[src/rtl/operand_issue_stage_pkg.sv]
// rtl/operand_issue_stage_pkg.sv - shared types and constants for the operand issue stage
// Contents: operand-source enum, issue FSM states, NOP encoding, OF/EX packet struct,
// and the operand-source priority function.
package operand_issue_stage_pkg;

  localparam logic [31:0] RV_NOP = 32'h0000_0013;  // addi x0,x0,0

  typedef enum logic [1:0] {
    FWD,
    WB_BYPASS,
    RF
  } op_sel_e;

  typedef enum logic {
    ST_RUN,
    ST_BUBBLE
  } issue_state_e;

  // Field order matters: bubble packets are built by concatenation in the top.
  typedef struct packed {
    logic        valid;
    logic [31:0] instr;
    logic [31:0] pc;
    logic [31:0] imm;
    logic [31:0] rs1_data;
    logic [31:0] rs2_data;
    logic [4:0]  rd;
    logic        rd_wen;
    logic        is_load;
  } issue_pkt_t;

  // Source priority: forwarded value, then same-cycle WB write, then file.
  // x0 never takes a forwarded or bypassed value.
  function automatic op_sel_e operand_sel(input logic       fwd_en,
                                          input logic [4:0] rs,
                                          input logic       wb_en,
                                          input logic [4:0] wb_addr);
    if (fwd_en && rs != 5'd0)
      return FWD;
    else if (wb_en && wb_addr == rs && rs != 5'd0)
      return WB_BYPASS;
    else
      return RF;
  endfunction

endpackage

[src/rtl/operand_issue_stage_regfile.sv]
// rtl/operand_issue_stage_regfile.sv - 32x32 RV32 integer register file
// Ports: clk, resetn (async, active-low); raddr1/rdata1, raddr2/rdata2 async reads;
// wen/waddr/wdata synchronous write. x0 reads zero and ignores writes.
module rv32_regfile (
  input  logic        clk,
  input  logic        resetn,
  input  logic [4:0]  raddr1,
  output logic [31:0] rdata1,
  input  logic [4:0]  raddr2,
  output logic [31:0] rdata2,
  input  logic        wen,
  input  logic [4:0]  waddr,
  input  logic [31:0] wdata
);

  logic [31:0] mem [32];

  always_ff @(posedge clk or negedge resetn) begin
    if (!resetn) begin
      for (int i = 0; i < 32; i++) mem[i] <= 32'd0;
    end else if (wen && waddr != 5'd0) begin
      mem[waddr] <= wdata;
    end
  end

  assign rdata1 = (raddr1 == 5'd0) ? 32'd0 : mem[raddr1];
  assign rdata2 = (raddr2 == 5'd0) ? 32'd0 : mem[raddr2];

endmodule

[src/rtl/operand_issue_stage.sv]
// rtl/operand_issue_stage.sv - RV32 operand fetch / issue stage (OF -> EX)
// Ports: clk, resetn (async, active-low)
//   of_*      decoded instruction in; of_ready back-pressure to decode
//   fwd_rs*   forwarded operands from the dependency controller
//   wb_*      register-file write port from write-back
//   stall_ofex, flush  pipeline control
//   ex_*      OF/EX pipeline register to execute
module operand_issue_stage
  import operand_issue_stage_pkg::*;
#(
  parameter int          XLEN = 32,
  parameter logic [31:0] NOP  = RV_NOP
) (
  input  logic            clk,
  input  logic            resetn,
  input  logic            of_valid,
  input  logic [XLEN-1:0] of_instr,
  input  logic [XLEN-1:0] of_pc,
  input  logic [XLEN-1:0] of_imm,
  input  logic [4:0]      of_rs1,
  input  logic [4:0]      of_rs2,
  input  logic [4:0]      of_rd,
  input  logic            of_rd_wen,
  input  logic            of_is_load,
  output logic            of_ready,
  input  logic            fwd_rs1_enable,
  input  logic            fwd_rs2_enable,
  input  logic [XLEN-1:0] fwd_rs1_data,
  input  logic [XLEN-1:0] fwd_rs2_data,
  input  logic            wb_enable,
  input  logic [4:0]      wb_addr,
  input  logic [XLEN-1:0] wb_data,
  input  logic            stall_ofex,
  input  logic            flush,
  output logic            ex_valid,
  output logic [XLEN-1:0] ex_instr,
  output logic [XLEN-1:0] ex_pc,
  output logic [XLEN-1:0] ex_imm,
  output logic [XLEN-1:0] ex_rs1_data,
  output logic [XLEN-1:0] ex_rs2_data,
  output logic [4:0]      ex_rd,
  output logic            ex_rd_wen,
  output logic            ex_is_load
);

  localparam issue_pkt_t BUBBLE_PKT = {1'b0, NOP, 135'd0};

  issue_state_e state_q, state_d;
  issue_pkt_t   pkt_q, pkt_d, cap_pkt;
  logic [31:0]  rf_rdata1, rf_rdata2;
  logic [31:0]  rs1_val, rs2_val;
  op_sel_e      sel1, sel2;
  logic         hazard;

  rv32_regfile u_regfile (
    .clk    (clk),
    .resetn (resetn),
    .raddr1 (of_rs1),
    .rdata1 (rf_rdata1),
    .raddr2 (of_rs2),
    .rdata2 (rf_rdata2),
    .wen    (wb_enable),
    .waddr  (wb_addr),
    .wdata  (wb_data)
  );

  always_comb begin
    sel1 = operand_sel(fwd_rs1_enable, of_rs1, wb_enable, wb_addr);
    sel2 = operand_sel(fwd_rs2_enable, of_rs2, wb_enable, wb_addr);
    case (sel1)
      FWD:       rs1_val = fwd_rs1_data;
      WB_BYPASS: rs1_val = wb_data;
      default:   rs1_val = rf_rdata1;
    endcase
    case (sel2)
      FWD:       rs2_val = fwd_rs2_data;
      WB_BYPASS: rs2_val = wb_data;
      default:   rs2_val = rf_rdata2;
    endcase
  end

  // A load in EX has no data until after MEM; its consumer must wait one slot.
  assign hazard = pkt_q.valid && pkt_q.is_load && pkt_q.rd_wen && (pkt_q.rd != 5'd0) &&
                  of_valid && (of_rs1 == pkt_q.rd || of_rs2 == pkt_q.rd);

  assign of_ready = !stall_ofex && !hazard;

  always_comb begin
    cap_pkt          = BUBBLE_PKT;
    cap_pkt.valid    = 1'b1;
    cap_pkt.instr    = of_instr;
    cap_pkt.pc       = of_pc;
    cap_pkt.imm      = of_imm;
    cap_pkt.rs1_data = rs1_val;
    cap_pkt.rs2_data = rs2_val;
    cap_pkt.rd       = of_rd;
    cap_pkt.rd_wen   = of_rd_wen;
    cap_pkt.is_load  = of_is_load;
  end

  always_comb begin
    state_d = state_q;
    pkt_d   = pkt_q;
    if (flush) begin
      state_d = ST_RUN;
      pkt_d   = BUBBLE_PKT;
    end else if (!stall_ofex) begin
      if (state_q == ST_RUN && hazard) begin
        state_d = ST_BUBBLE;
        pkt_d   = BUBBLE_PKT;
      end else begin
        // Leaving BUBBLE: EX now holds a bubble, so the hazard term is clear.
        state_d = ST_RUN;
        pkt_d   = of_valid ? cap_pkt : BUBBLE_PKT;
      end
    end
  end

  always_ff @(posedge clk or negedge resetn) begin
    if (!resetn) begin
      state_q <= ST_RUN;
      pkt_q   <= BUBBLE_PKT;
    end else begin
      state_q <= state_d;
      pkt_q   <= pkt_d;
    end
  end

  assign ex_valid    = pkt_q.valid;
  assign ex_instr    = pkt_q.instr;
  assign ex_pc       = pkt_q.pc;
  assign ex_imm      = pkt_q.imm;
  assign ex_rs1_data = pkt_q.rs1_data;
  assign ex_rs2_data = pkt_q.rs2_data;
  assign ex_rd       = pkt_q.rd;
  assign ex_rd_wen   = pkt_q.rd_wen;
  assign ex_is_load  = pkt_q.is_load;

endmodule

[config.mk]
export PLATFORM = sky130hd
export DESIGN_NAME = operand_issue_stage
export DESIGN_NICKNAME = d
export VERILOG_FILES = /design/src/rtl/operand_issue_stage_pkg.sv /design/src/rtl/operand_issue_stage_regfile.sv /design/src/rtl/operand_issue_stage.sv
export SDC_FILE = /design/constraint.sdc
export NUM_CORES = 2
export LEC_CHECK = 0
export CORE_ASPECT_RATIO = 0.75
export CORE_UTILIZATION = 25
export DETAILED_ROUTE_END_ITERATION = 8
export PLACE_DENSITY = 0.39
export SLEW_MARGIN = 20
export SYNTH_ARGS = -nofsm -noshare
export SYNTH_HDL_FRONTEND = slang
export SYNTH_SLANG_ARGS = --single-unit
export TNS_END_PERCENT = 30
[constraint.sdc]
create_clock -name clk -period 2.8 [get_ports clk]
set_input_delay 0.42 -clock clk [delete_from_list [all_inputs] [get_ports clk]]
set_output_delay 0.42 -clock clk [all_outputs]
set_load 0.01 [all_outputs]
### After elaboration in Yosys (flattened, before gate mapping)

Cells that the tools add are included.
Widths: inputs -> output; s select.

* flip-flop bits (word level): 1193
* input bits: 222
* output and inout bits: 169

* $lt $le $gt $ge: 4
* equal/unequal tests: 7
* mux-type cells: 24
* bitwise gates (word level): 4
* reductions and logical operators: 26

Operators by type and width (count)
* $bwmux 1024: 1
* $mux 168: 4
* $bmux 32 s5: 2
* $mux 32: 7
* $demux 32 s5: 1
* $pmux 32 s2: 2
* $eq 5x5->1: 4
* $reduce_bool 5->1: 4
* $ge 6x6->1 const B: 3
* $not 5->6: 3
* $logic_and 1x1->1: 15
* $logic_not 5->1: 2
* $mux 2: 4
* $lt 6x1->1 const B: 1
* $eq 2x1->1 const B: 2
* $logic_not 2->1: 2
* $mux 1: 3
* $logic_not 1->1: 2
* $ne 2x1->1 const B: 1
* $logic_or 1x1->1: 1
* $not 1->1: 1

### Longest topological paths before layout

* depth in word-level cells: 11
* gate-level depth with buffers: 10

### By module

A second synthesis with hierarchy kept.

* cell total of the unflattened synthesis: 4300
* area total of the unflattened synthesis: 62059.5 um^2

Modules (own cells, without submodules)
* rv32_regfile: instances 1, cells an instance 3619, area each 54442.2 um^2, seq. area each 25624.6 um^2
* operand_issue_stage: instances 1, cells an instance 681, area each 7617.3 um^2, seq. area each 4232.8 um^2

### Least setup slack after synthesis

Ideal clock, no wire load.

* path type: input to register
* start point: input port of_rs2[0]
* end point: register pkt_q, in the netlist ex_rs2_data[27]
* library setup time: 0.122 ns
* arrival: 2.080 ns
* setup slack: 0.599 ns
* stages: 7
* path buffers: 3
* cells stage by stage: buf_2 -> buf_2 -> buf_2 -> mux4_2 -> a22oi_1 -> a31oi_1 -> a32o_1

* word-level cells in the longest chain between the ends: 11

Ends and longest elaborated chain
* start, declared: line operand_issue_stage.sv:21 `input logic [4:0] of_rs2,`
* parallel branches: the longest is 8 deep, another holds $mux 168
* $mux 168 (*): line operand_issue_stage.sv:108 `if (state_q == ST_RUN && hazard) begin`
* $mux 168 (*): line operand_issue_stage.sv:107 `end else if (!stall_ofex) begin`
* $mux 168 (*): line operand_issue_stage.sv:104 `if (flush) begin`
* end signal, assigned: line operand_issue_stage.sv:125 `pkt_q <= pkt_d;`
* end, declared: line operand_issue_stage.sv:49 `issue_pkt_t pkt_q, pkt_d, cap_pkt;`

Every way passes the cells marked *. The select of a mux whose other input is x is not followed.
A chain may end at the register's enable or synchronous reset.

### Final worst setup path

* start point: input port of_rs2[3]
* end point: register pkt_q, in the netlist ex_rs2_data[26]

The elaborated chain is that of the path after synthesis.

==> results.toml <==
[clocking]
cts_buffer_depth = 4
clock_latency_ps = 810
cts_tree = "built"
cts.sinks = 1193
numCtsBuffers = 149
clk_pin_slew_ps = 60
htreeDepth = 4
root_buffer = "clkbuf_16"

[placement]
port_buffers = 390
hpwl_um = 167000
place.gp.congestion = 0.783
place_area_um2 = 71600

[finish]
multi_input_area_um2 = 28600
fin_area_um2 = 76400
syn2layout_area_growth_pct = 27.0
fillers = 23415
drive_gt1_frac = 0.493
utilization = 0.320
nets = 4622
layout.area.seq_um2 = 29900

[die]
die_x_um = 568
num_rows = 155
io_pins = 391
dieArea_um2 = 243000
start_util = 0.252
fp.coreArea_um2 = 239000
dieHeight_um = 427

[logic_synthesis]
synth-adder-area-share = 0
yosysTopAreaCell = "dfrtp_1"
avgSynthCellArea_um2 = 15.4
synth_edf_count = 0
async_flop_share = 1.00
netlist_top_cells_count = "dfrtp_1 (1190), mux2_2 (992), mux4_2 (512)"
syn_inst = 3916
ys_types = 45
syn_area_um2 = 60200
yosys-mux-area-fraction = 0.377
syn-num-nets = 4138
synthTopCellsByArea = "dfrtp_1 (49%), mux4_2 (19%), mux2_2 (19%), a22oi_1 (3.2%), clkbuf_1 (1.6%)"
yosys_most_used_dff = "dfrtp_1"
synth-compound-area-share = 0.0711
synth_most_common_cell = "dfrtp_1"
ys_warn_count = 0
synth_top_area_share = 0.495
synth_top_family_by_area = "multiplexers"
ys_seq_area_frac = 0.496
ys_ff_latch = 1193
synthXorXnorAreaFrac = 0.00291
yosys.area_share.simple = 0.0168

[global_routing]
grt-ovfl-total = 0
grt.total_usage = 0.204
grt_pass1_wl_um = 351000
antenna_found_initial = 15
grt_pass1_vias = 42167
grt_max_degree = 79

[sta]
drv_slew = 0
fmaxAchievable_mhz = 363
timing.slew.headroom = 0.369
post-route-period-util = 0.985
worst_pin_slew_ps = 945
fin_crit_ps = 2760
fin_tns_setup_ps = 0
setup_violations = 0
rsz0062_at_grt = "no"
final.setup_skew_ps = 37.6
hold_violations = 0
hold_ws_ps = 144

[routing]
vias = 40482
routed_wl_um = 249000
wl_per_cell_um = 32.6
drc_errors = 0
vias_per_cell = 5.30
ant_nets = 0
drt_iter0_drc = 3073
first_pass_iters = 5

[run_status]
outcome = "finished clean"

[power_and_ir_drop]
peakVddDrop_v = 0.000425
p_leak_nw = 31.7
p_total_mw = 51.8
p_per_area_nw_per_um2 = 678

[worst_setup_path]
cp.required_ps = 3450
path_class = "in -> reg"
worstPathArrival_ps = 3410
end_kind = "flip-flop"
worst_setup_path_start_kind = "primary input"
crit_fanout = 19

[job]
max-cap-violations = 0

[worst_hold_path]
hp-class = "in -> reg"
-- critical path, stage by stage --
cell and delay (ps):
clkdlybuf4s50_1 630, buf_4 200, xor2_1 160, nor4_1 110
buf_4 160, and3_1 190, nor3b_4 770, buf_12 300
a31oi_1 140, a32o_1 270
-- placed cells by master, fill, tap and decap left out, types with 32 or more instances in the layout --
cell type	netlist	layout
a22oi_1	257	256
a31oi_1	32	32
o221a_1	32	32
buf_4	3	235
a32o_1	64	64
clkbuf_1	255	32
buf_12	0	176
o22ai_1	32	32
clkbuf_16	0	151
a22o_1	100	100
clkdlybuf4s50_1	0	382
mux4_2	512	512
mux2_2	992	992
nand3_1	98	98
dfrtp_1	1190	1187
-- sequential cells by signal, indices dropped and copies added (netlist names) --
register	count
u_regfile.mem	1024
ex_rd	5
state_q	1
ex_pc	32
ex_rs1_data	32
ex_imm	32
ex_rd_wen	1
ex_valid	1
ex_is_load	1
ex_instr	32
ex_rs2_data	32
-- what timing repair did --
action	4_1_cts	5_1_grt
setup endpoints to repair	1	1
pin swaps	3	2
buffers inserted	4	1
hold buffers	1	0
gates resized for setup	11	2
endpoints found under the hold margin	39	0
-- final cells by class --
| class | count | area share |
|---|---|---|
| clock buffers | 207 | 0.0553 |
| repair buffers | 804 | 0.122 |
| clock inverters | 37 | 0.00655 |
| well taps | 3140 | 0.0514 |
| diodes | 2 | 0.0000655 |
| inverters | 3 | 0.000147 |
| multi-input cells | 2249 | 0.374 |
| flip-flops and latches | 1193 | 0.391 |
-- per-stage QoR --
step / instances / setup WS [ps]
global placement: 7381 / -737
CTS: 7632 / -39.4
finish: 7635 / 42.4
detailed placement: 7383 / -729
floorplan: 3916 / 599
global route: 7633 / 8.26
-- power breakdown --
| group | internal, mW | switching [mW] | leakage, nW |
|---|---|---|---|
| clock network | 11.5 | 7.96 | 2.33 |
| registers | 20.2 | 2.09 | 15.4 |
| logic | 6.03 | 4.05 | 14.0 |
| total | 37.7 | 14.1 | 31.7 |
-- layer usage --
| layer | vias to the layer above | wire length [um] | global-route usage |
|---|---|---|---|
| met5 | - | 12 | 0 |
| met4 | 2 | 5850 | 0.0488 |
| met3 | 309 | 14000 | 0.0389 |
| met2 | 1202 | 111000 | 0.307 |
| met1 | 22507 | 118000 | 0.299 |
| li1 | 16462 | - | - |
-- logic make-up (layout without fill, tap and decap cells) --
kind of cell,Yosys count,count (layout)
compound gates,527,527
xor+xnor,20,20
buf+inv,474,1051
flops,1193,1193
mux,1504,1504
other cells,0,2
simple gates,198,198
-- final timing paths --
check,slack [ps],from,to,cells past startpoint
setup / recovery,40,of_rs2[3],ex_rs2_data[26]$_DFFE_PN0P_,10
hold / removal,140,of_instr[4],ex_instr[4]$_DFFE_PN1P_,3
setup reg to reg,370,ex_rd[3]$_DFFE_PN0P_,ex_instr[8]$_DFFE_PN0P_,8
hold reg to reg,390,u_regfile.mem[997]$_DFFE_PN0P_,u_regfile.mem[997]$_DFFE_PN0P_,0
max in group asynchronous,1560,resetn,ex_rd[2]$_DFFE_PN0P_,3
min in group asynchronous,310,resetn,ex_rs2_data[29]$_DFFE_PN0P_,2
No activity file was read; power rests on OpenSTA's default activity.
